**src/rtl/lsu_ctrl_pkg.sv**
```systemverilog
// Shared state encoding and defaults for the LSU handshake sequencer.
// Optional watchdog is enabled with the LSU_TIMEOUT_EN macro.
package lsu_ctrl_pkg;

    localparam int LSU_CTRL_STATE_W    = 3;
    localparam int LSU_TIMEOUT_CYC_DEF = 255;
    localparam int LSU_WDOG_W          = 16;

    typedef enum logic [LSU_CTRL_STATE_W-1:0] {
        LSU_ST_IDLE    = 3'd0,
        LSU_ST_RD_ADDR = 3'd1,
        LSU_ST_RD_DATA = 3'd2,
        LSU_ST_WR_REQ  = 3'd3,
        LSU_ST_WR_RESP = 3'd4,
        LSU_ST_DONE    = 3'd5
    } lsu_state_e;

    function automatic logic lsu_busy(input lsu_state_e s);
        return (s == LSU_ST_RD_ADDR) || (s == LSU_ST_RD_DATA) ||
               (s == LSU_ST_WR_REQ)  || (s == LSU_ST_WR_RESP);
    endfunction

endpackage

```
**src/rtl/lsu_ctrl_if.sv**
```systemverilog
// AXI-lite style handshake bundle between the sequencer and the LSU.
// master = sequencer side, slave = LSU datapath side.
interface lsu_ctrl_if #(
    parameter int DATA_W = 32,
    parameter int RESP_W = 32
);
    logic              arvalid;
    logic              arready;
    logic              rvalid;
    logic              rready;
    logic [RESP_W-1:0] rresp;
    logic [DATA_W-1:0] mem_result;
    logic              awvalid;
    logic              awready;
    logic              wvalid;
    logic              wready;
    logic              bvalid;
    logic              bready;
    logic [RESP_W-1:0] bresp;

    modport master (
        output arvalid, rready, awvalid, wvalid, bready,
        input  arready, rvalid, rresp, mem_result,
        input  awready, wready, bvalid, bresp
    );

    modport slave (
        input  arvalid, rready, awvalid, wvalid, bready,
        output arready, rvalid, rresp, mem_result,
        output awready, wready, bvalid, bresp
    );
endinterface

```
**src/rtl/lsu_ctrl_watchdog.sv**
```systemverilog
// Bus-wait watchdog: counts enabled cycles, flags the cycle the limit is hit.
// Only instantiated when LSU_TIMEOUT_EN is defined.
module lsu_watchdog
    import lsu_ctrl_pkg::*;
#(
    parameter int LIMIT = LSU_TIMEOUT_CYC_DEF
) (
    input  logic clk,
    input  logic rst,
    input  logic clr,
    input  logic en,
    output logic expire
);
    localparam logic [LSU_WDOG_W-1:0] LAST = LSU_WDOG_W'(LIMIT - 1);

    logic [LSU_WDOG_W-1:0] cnt;

    always_ff @(posedge clk or negedge rst) begin
        if (!rst) begin
            cnt <= '0;
        end else if (clr) begin
            cnt <= '0;
        end else if (en) begin
            cnt <= cnt + 1'b1;
        end
    end

    // fires during the LIMIT-th busy cycle so DONE follows exactly LIMIT cycles in
    assign expire = en & (cnt == LAST);
endmodule

```
**src/rtl/lsu_ctrl.sv**
```systemverilog
// Handshake sequencer between EXU, the LSU bus channels and WBU.
// Define LSU_TIMEOUT_EN to add a bus-wait watchdog (timeout_o).
module lsu_ctrl
    import lsu_ctrl_pkg::*;
#(
    parameter int DATA_W      = 32,
    parameter int RESP_W      = 32,
    parameter int TIMEOUT_CYC = LSU_TIMEOUT_CYC_DEF
) (
    input  logic              clk,
    input  logic              rst,
    input  logic              valid_pre_i,
    output logic              ready_pre_o,
    input  logic              is_load_i,
    input  logic              is_store_i,
    lsu_ctrl_if.master        bus,
    output logic              valid_post_o,
    input  logic              ready_post_i,
    output logic [DATA_W-1:0] mem_result_o,
    output logic              resp_err_o,
    output logic              timeout_o
);
    lsu_state_e        state;
    lsu_state_e        state_nxt;
    logic              aw_done;
    logic              w_done;
    logic [DATA_W-1:0] result_q;
    logic              err_q;
    logic              accept;
    logic              ar_hs;
    logic              r_hs;
    logic              aw_hs;
    logic              w_hs;
    logic              b_hs;
    logic              wr_fin;
    logic              expire;

    assign accept = (state == LSU_ST_IDLE) & valid_pre_i;
    assign ar_hs  = bus.arvalid & bus.arready;
    assign r_hs   = bus.rvalid & bus.rready;
    assign aw_hs  = bus.awvalid & bus.awready;
    assign w_hs   = bus.wvalid & bus.wready;
    assign b_hs   = bus.bvalid & bus.bready;
    assign wr_fin = (aw_done | aw_hs) & (w_done | w_hs);

`ifdef LSU_TIMEOUT_EN
    logic busy;
    logic to_q;

    assign busy = lsu_busy(state);

    lsu_watchdog #(
        .LIMIT (TIMEOUT_CYC)
    ) u_wdog (
        .clk    (clk),
        .rst    (rst),
        .clr    (accept),
        .en     (busy),
        .expire (expire)
    );

    always_ff @(posedge clk or negedge rst) begin
        if (!rst) begin
            to_q <= 1'b0;
        end else if (accept) begin
            to_q <= 1'b0;
        end else if (expire) begin
            to_q <= 1'b1;
        end
    end

    assign timeout_o = to_q;
`else
    assign expire    = 1'b0;
    assign timeout_o = 1'b0;
`endif

    always_ff @(posedge clk or negedge rst) begin
        if (!rst) begin
            state <= LSU_ST_IDLE;
        end else begin
            state <= state_nxt;
        end
    end

    always_comb begin
        state_nxt = state;
        unique case (state)
            LSU_ST_IDLE: begin
                if (valid_pre_i) begin
                    unique case (1'b1)
                        is_load_i:
                            state_nxt = LSU_ST_RD_ADDR;
                        !is_load_i & is_store_i:
                            state_nxt = LSU_ST_WR_REQ;
                        !is_load_i & !is_store_i:
                            state_nxt = LSU_ST_DONE;
                        default:
                            state_nxt = LSU_ST_DONE;
                    endcase
                end
            end
            LSU_ST_RD_ADDR: if (ar_hs)  state_nxt = LSU_ST_RD_DATA;
            LSU_ST_RD_DATA: if (r_hs)   state_nxt = LSU_ST_DONE;
            LSU_ST_WR_REQ:  if (wr_fin) state_nxt = LSU_ST_WR_RESP;
            LSU_ST_WR_RESP: if (b_hs)   state_nxt = LSU_ST_DONE;
            LSU_ST_DONE:    if (ready_post_i) state_nxt = LSU_ST_IDLE;
            default:        state_nxt = LSU_ST_IDLE;
        endcase
        if (expire) begin
            state_nxt = LSU_ST_DONE;
        end
    end

    always_comb begin
        ready_pre_o  = 1'b0;
        valid_post_o = 1'b0;
        bus.arvalid  = 1'b0;
        bus.rready   = 1'b0;
        bus.awvalid  = 1'b0;
        bus.wvalid   = 1'b0;
        bus.bready   = 1'b0;
        unique case (state)
            LSU_ST_IDLE:    ready_pre_o = 1'b1;
            LSU_ST_RD_ADDR: bus.arvalid = 1'b1;
            LSU_ST_RD_DATA: bus.rready  = 1'b1;
            LSU_ST_WR_REQ: begin
                bus.awvalid = !aw_done;
                bus.wvalid  = !w_done;
            end
            LSU_ST_WR_RESP: bus.bready   = 1'b1;
            LSU_ST_DONE:    valid_post_o = 1'b1;
            default:        ;
        endcase
    end

    // a watchdog abort discards any beat that lands in the same cycle
    always_ff @(posedge clk or negedge rst) begin
        if (!rst) begin
            result_q <= '0;
            err_q    <= 1'b0;
            aw_done  <= 1'b0;
            w_done   <= 1'b0;
        end else if (accept) begin
            result_q <= '0;
            err_q    <= 1'b0;
            aw_done  <= 1'b0;
            w_done   <= 1'b0;
        end else if (expire) begin
            result_q <= '0;
            err_q    <= 1'b1;
        end else begin
            if (r_hs) begin
                result_q <= bus.mem_result;
                err_q    <= |bus.rresp;
            end
            if (b_hs) begin
                err_q <= |bus.bresp;
            end
            if (aw_hs) begin
                aw_done <= 1'b1;
            end
            if (w_hs) begin
                w_done <= 1'b1;
            end
        end
    end

    assign mem_result_o = result_q;
    assign resp_err_o   = err_q;
endmodule
```
**src/flat_wrapper.sv**
```systemverilog
// flat-port wrapper written by rule: the top's interface ports become plain ports
module lsu_ctrl_flat import lsu_ctrl_pkg::*;
#(
    parameter int DATA_W      = 32,
    parameter int RESP_W      = 32,
    parameter int TIMEOUT_CYC = LSU_TIMEOUT_CYC_DEF
)
  (clk, rst, valid_pre_i, ready_pre_o, is_load_i, is_store_i, valid_post_o, ready_post_i, mem_result_o, resp_err_o, timeout_o, bus_arvalid, bus_rready, bus_awvalid, bus_wvalid, bus_bready, bus_arready, bus_rvalid, bus_rresp, bus_mem_result, bus_awready, bus_wready, bus_bvalid, bus_bresp);
  lsu_ctrl_if #(.DATA_W(DATA_W), .RESP_W(RESP_W)) bus_i ();
  input  logic clk;
  input  logic rst;
  input  logic valid_pre_i;
  output logic ready_pre_o;
  input  logic is_load_i;
  input  logic is_store_i;
  output logic valid_post_o;
  input  logic ready_post_i;
  output logic [DATA_W-1:0] mem_result_o;
  output logic resp_err_o;
  output logic timeout_o;
  output wire logic [$bits(bus_i.arvalid)-1:0] bus_arvalid;
  output wire logic [$bits(bus_i.rready)-1:0] bus_rready;
  output wire logic [$bits(bus_i.awvalid)-1:0] bus_awvalid;
  output wire logic [$bits(bus_i.wvalid)-1:0] bus_wvalid;
  output wire logic [$bits(bus_i.bready)-1:0] bus_bready;
  input wire logic [$bits(bus_i.arready)-1:0] bus_arready;
  input wire logic [$bits(bus_i.rvalid)-1:0] bus_rvalid;
  input wire logic [$bits(bus_i.rresp)-1:0] bus_rresp;
  input wire logic [$bits(bus_i.mem_result)-1:0] bus_mem_result;
  input wire logic [$bits(bus_i.awready)-1:0] bus_awready;
  input wire logic [$bits(bus_i.wready)-1:0] bus_wready;
  input wire logic [$bits(bus_i.bvalid)-1:0] bus_bvalid;
  input wire logic [$bits(bus_i.bresp)-1:0] bus_bresp;
  assign bus_arvalid = bus_i.arvalid;
  assign bus_rready = bus_i.rready;
  assign bus_awvalid = bus_i.awvalid;
  assign bus_wvalid = bus_i.wvalid;
  assign bus_bready = bus_i.bready;
  assign bus_i.arready = bus_arready;
  assign bus_i.rvalid = bus_rvalid;
  assign bus_i.rresp = bus_rresp;
  assign bus_i.mem_result = bus_mem_result;
  assign bus_i.awready = bus_awready;
  assign bus_i.wready = bus_wready;
  assign bus_i.bvalid = bus_bvalid;
  assign bus_i.bresp = bus_bresp;
  lsu_ctrl #(.DATA_W(DATA_W), .RESP_W(RESP_W), .TIMEOUT_CYC(TIMEOUT_CYC)) u_core (.clk(clk), .rst(rst), .valid_pre_i(valid_pre_i), .ready_pre_o(ready_pre_o), .is_load_i(is_load_i), .is_store_i(is_store_i), .bus(bus_i), .valid_post_o(valid_post_o), .ready_post_i(ready_post_i), .mem_result_o(mem_result_o), .resp_err_o(resp_err_o), .timeout_o(timeout_o));
endmodule
```
**config.mk**
```make
export PLATFORM = sky130hd
export DESIGN_NAME = lsu_ctrl_flat
export DESIGN_NICKNAME = d
export VERILOG_FILES = /design/src/rtl/lsu_ctrl_pkg.sv /design/src/rtl/lsu_ctrl_if.sv /design/src/rtl/lsu_ctrl_watchdog.sv /design/src/rtl/lsu_ctrl.sv /design/src/flat_wrapper.sv
export SDC_FILE = /design/constraint.sdc
export NUM_CORES = 1
export LEC_CHECK = 0
export ABC_AREA = 1
export CORE_ASPECT_RATIO = 0.75
export CORE_MARGIN = 1
export CORE_UTILIZATION = 31
export CTS_CLUSTER_SIZE = 30
export DETAILED_ROUTE_END_ITERATION = 6
export GPL_ROUTABILITY_DRIVEN = 1
export MAX_ROUTING_LAYER = met4
export PLACE_DENSITY = 0.78
export REMOVE_ABC_BUFFERS = 1
export SYNTH_ARGS = -nofsm -noshare
export SYNTH_HDL_FRONTEND = slang
export SYNTH_HIERARCHICAL = 1
export SYNTH_SLANG_ARGS = --single-unit
```
**constraint.sdc**
```tcl
create_clock -name clk -period 1.3 [get_ports clk]
set_clock_uncertainty 0.2 [all_clocks]
set_input_delay 0.26 -clock clk [delete_from_list [all_inputs] [get_ports clk]]
set_output_delay 0.26 -clock clk [all_outputs]
set_load 0.01 [all_outputs]
```
==> metrics.txt <==
GR Overflow Total=0; Post-synth top flop=dfrtp_1; largest net degree at the start of global routing=39; power density over the cells=roughly 1800 nW/um2; H-tree depth=2; # setup viols final=45; reg2reg setup slack=-0.47 ns; min-delay worst type=primary input to async pin; IO Count=between 100 and 150; root buf cell=clkbuf_8; DRC viols=0; Placed Area=around 3600 um2; CP Depth=10; layout cells sized above 1=0.355; Port Buffer Count=approximately 150; CTS Buf Count=5; first-pass GRT wire length=roughly 11 mm; failing checks=negative setup slack; Slowest cell on crit path=dfrtp_2; sequential share of power=0.264; unrepaired setup endpoints after global routing=yes; Synth top area share=0.489; Crit Path Max Fanout=4; Starting Density=0.329; Max Cap Viol=0; Worst Path Required=approximately 1.3 ns; startpoint types=flop; r2r startpoint=u_core/state[1]; Die H=around 71 um; HPWL Detailed=around 5 mm; CTS tree=yes; First DRT Iteration DRCs=94; pre-CTS WS=-0.499 ns; Post-Syn Instances=about 270; critical path launch point=u_core/state[1]; top post-synthesis cells by area=dfrtp_1 49%, nand2_1 18%, nand3_1 9.3%; Max Fclk=~560 MHz; area delta synth->final=120%; crit end category=flop; fraction of synthesis flops using an asynchronous set or reset pin=1.00; clk slew on worst S/H paths=about 0.08 ns; Top delay family on crit path=flip-flops; Placer Congestion=~0.8; Leak Pwr=2.18 nW; # fillers=about 450; die area=approximately 6600 um2; DR pass1 iterations=4; global-route usage over all layers=0.223; multi-input logic area=1050 um2; outcome=finished, violations left; clock insertion delay at the later pin of the skew report=0.28 ns; combinational fraction of design power=0.573; via count=about 2500; Clk pwr share=0.163; mean routed wirelength per cell=around 14 um; CP peak stage delay=0.45 ns; post-route cell area=4280 um2; minimum clock period after layout=1.77 ns; Psw=2.73 mW; core area=5920 um2; vias per cell=~4.5; reg2reg end=u_core/state[0]; number of synthesized flops with an enable pin=0; final core area utilization=0.724; flip-flop and latch area=953 um2; antenna diode count=0; non-filler cells, final=549; VDD IR-drop max=about 1100 uV; setup ws final=-0.472 ns; final hold vios=0; R2R cell count=10; CTS Buffer Depth=2; CP cell instances=buf_6, nor2_4, buf_6, nand2_4, buf_4, o22ai_4, nor2_4, nand2_2, nand2_2, nand2_1; count of cell types in the netlist=22; Die X=93.5 um; Final period util=1.36; Sw Share=0.360; sequential area share after synthesis=0.489; mapped cell area=a little under 2000 um2; clk sinks=38; FF+latch count, synth=38; antenna-violating nets left=0; Worst Path Buf+Inv=3; Rows=24; Yosys Warn Count=6; Pins Over Slew Limit=0; number of global-route vias before repair=between 2000 and 2500; critical path type=flop to flop; Worst EP arrival=between 1.5 and 2 ns; initial antenna violation count=0; Int Power=4.85 mW; DP Cell Count=~500; top-count cell post-synth=nand2_1; top cells by count, synth=91 x nand2_1, 42 x nor2_1, 38 x dfrtp_1; Net count, final=between 500 and 600; average size of a mapped cell=about 7.3 um2; DRT Wirelength=between 7 and 8 mm; largest area contributor in the netlist=dfrtp_1
==> sequential cells by signal, indices dropped and copies added (netlist names) <==
| name | cells |
|---|---|
| u_core/aw_done | 1 |
| u_core/w_done | 1 |
| u_core/state | 3 |
| u_core/mem_result_o | 32 |
| u_core/resp_err_o | 1 |
==> per-layer routing <==
metal / GRT usage / vias to the layer above / share of wire
met3: 0.0473 / 10 / 0.077
met1: 0.266 / 1149 / 0.42
met2: 0.394 / 102 / 0.49
met4: 0.0393 / 0 / 0.013
met5: - / - / 0
li1: - / 1235 / -
==> cell families (layout without fill, tap and decap cells) <==
group                  Yosys count  count (layout)  share of synthesized area
and+or+nand+nor                190             190                      0.426
buffers and inverters           30             236                     0.0656
DFF                             38              38                      0.489
AOI/OAI and AO/OA                6               6                     0.0174
other                            1               1                    0.00193
==> layout make-up <==
cell class / count / share of cell area
multi-input cells: 197 / 0.244
inverters: 20 / 0.0222
clock inverters: 2 / 0.0140
clock buffers: 6 / 0.0193
repair buffers: 207 / 0.452
flip-flops and latches: 38 / 0.223
well taps: 78 / 0.0228
repair inverters: 1 / 0.00263
==> worst max-delay path by stage <==
| stage | to | slack, ns |
|---|---|---|
| finish | u_core/state[0] | -0.47 |
| global placement | bus_awvalid | -0.46 |
| global route | u_core/state[0] | -0.53 |
| floorplan | u_core/mem_result_o[0] | -0.55 |
| CTS | bus_bready | -0.42 |
| detailed placement | u_core/mem_result_o[28] | -0.50 |
==> power by group through the flow <==
stage / Clock [mW] / Sequential [mW] / Combinational, mW
floorplan: 0 / 2.15 / 1.10
global placement: 0 / 1.99 / 3.17
detailed placement: 0 / 1.99 / 3.24
CTS: 1.26 / 1.96 / 3.75
global route: 1.32 / 2.06 / 4.62
finish: 1.23 / 2.00 / 4.34
==> worst min-delay path: stages <==
cell and delay [ns]:
dlygate4sd3_1 0.54, buf_2 0.13, buf_12 0.22
==> cell usage in the layout (no fill, tap or decap), types with 2 or more instances in the layout <==
cell,netlist,final
clkdlybuf4s50_1,0,105
inv_6,0,2
buf_6,0,24
nor2_4,2,6
clkbuf_8,0,6
nand3_2,1,10
nand2_1,91,76
nand2_2,6,14
nor2_1,42,39
inv_2,8,7
buf_16,0,2
bufinv_16,0,2
nand3_1,36,26
inv_8,0,2
dfrtp_1,38,36
nand2_4,1,8
nor2_2,3,2
inv_1,12,9
buf_2,9,33
a21oi_1,2,2
buf_12,0,4
dfrtp_2,0,2
buf_4,1,37
nand4_1,4,4
==> metrics by stage <==
| stage | hold slack (ns) | power, mW | setup TNS, ns |
|---|---|---|---|
| 5_1_grt | 0.316 | 7.99 | -21.33 |
| 4_1_cts | 0.270 | 6.97 | -15.19 |
| 3_5_place_dp | 0.0405 | 5.23 | -21.35 |
| 3_3_place_gp | 0.0422 | 5.16 | -19.81 |
| 6_report | 0.300 | 7.57 | -18.25 |
| 2_1_floorplan | -0.236 | 3.24 | -18.50 |
==> what timing repair did <==
| action | in CTS | in global routing |
|---|---|---|
| resized for setup | 214 | 37 |
| gates cloned | 3 | 1 |
| hold buffers | 1 | 0 |
| endpoints found under the setup margin | 78 | 67 |
| endpoints found under the hold margin | 38 | 0 |
| buffers inserted | 22 | 16 |
| pin swaps | 8 | 19 |
Power figures use the tool's default switching activity.
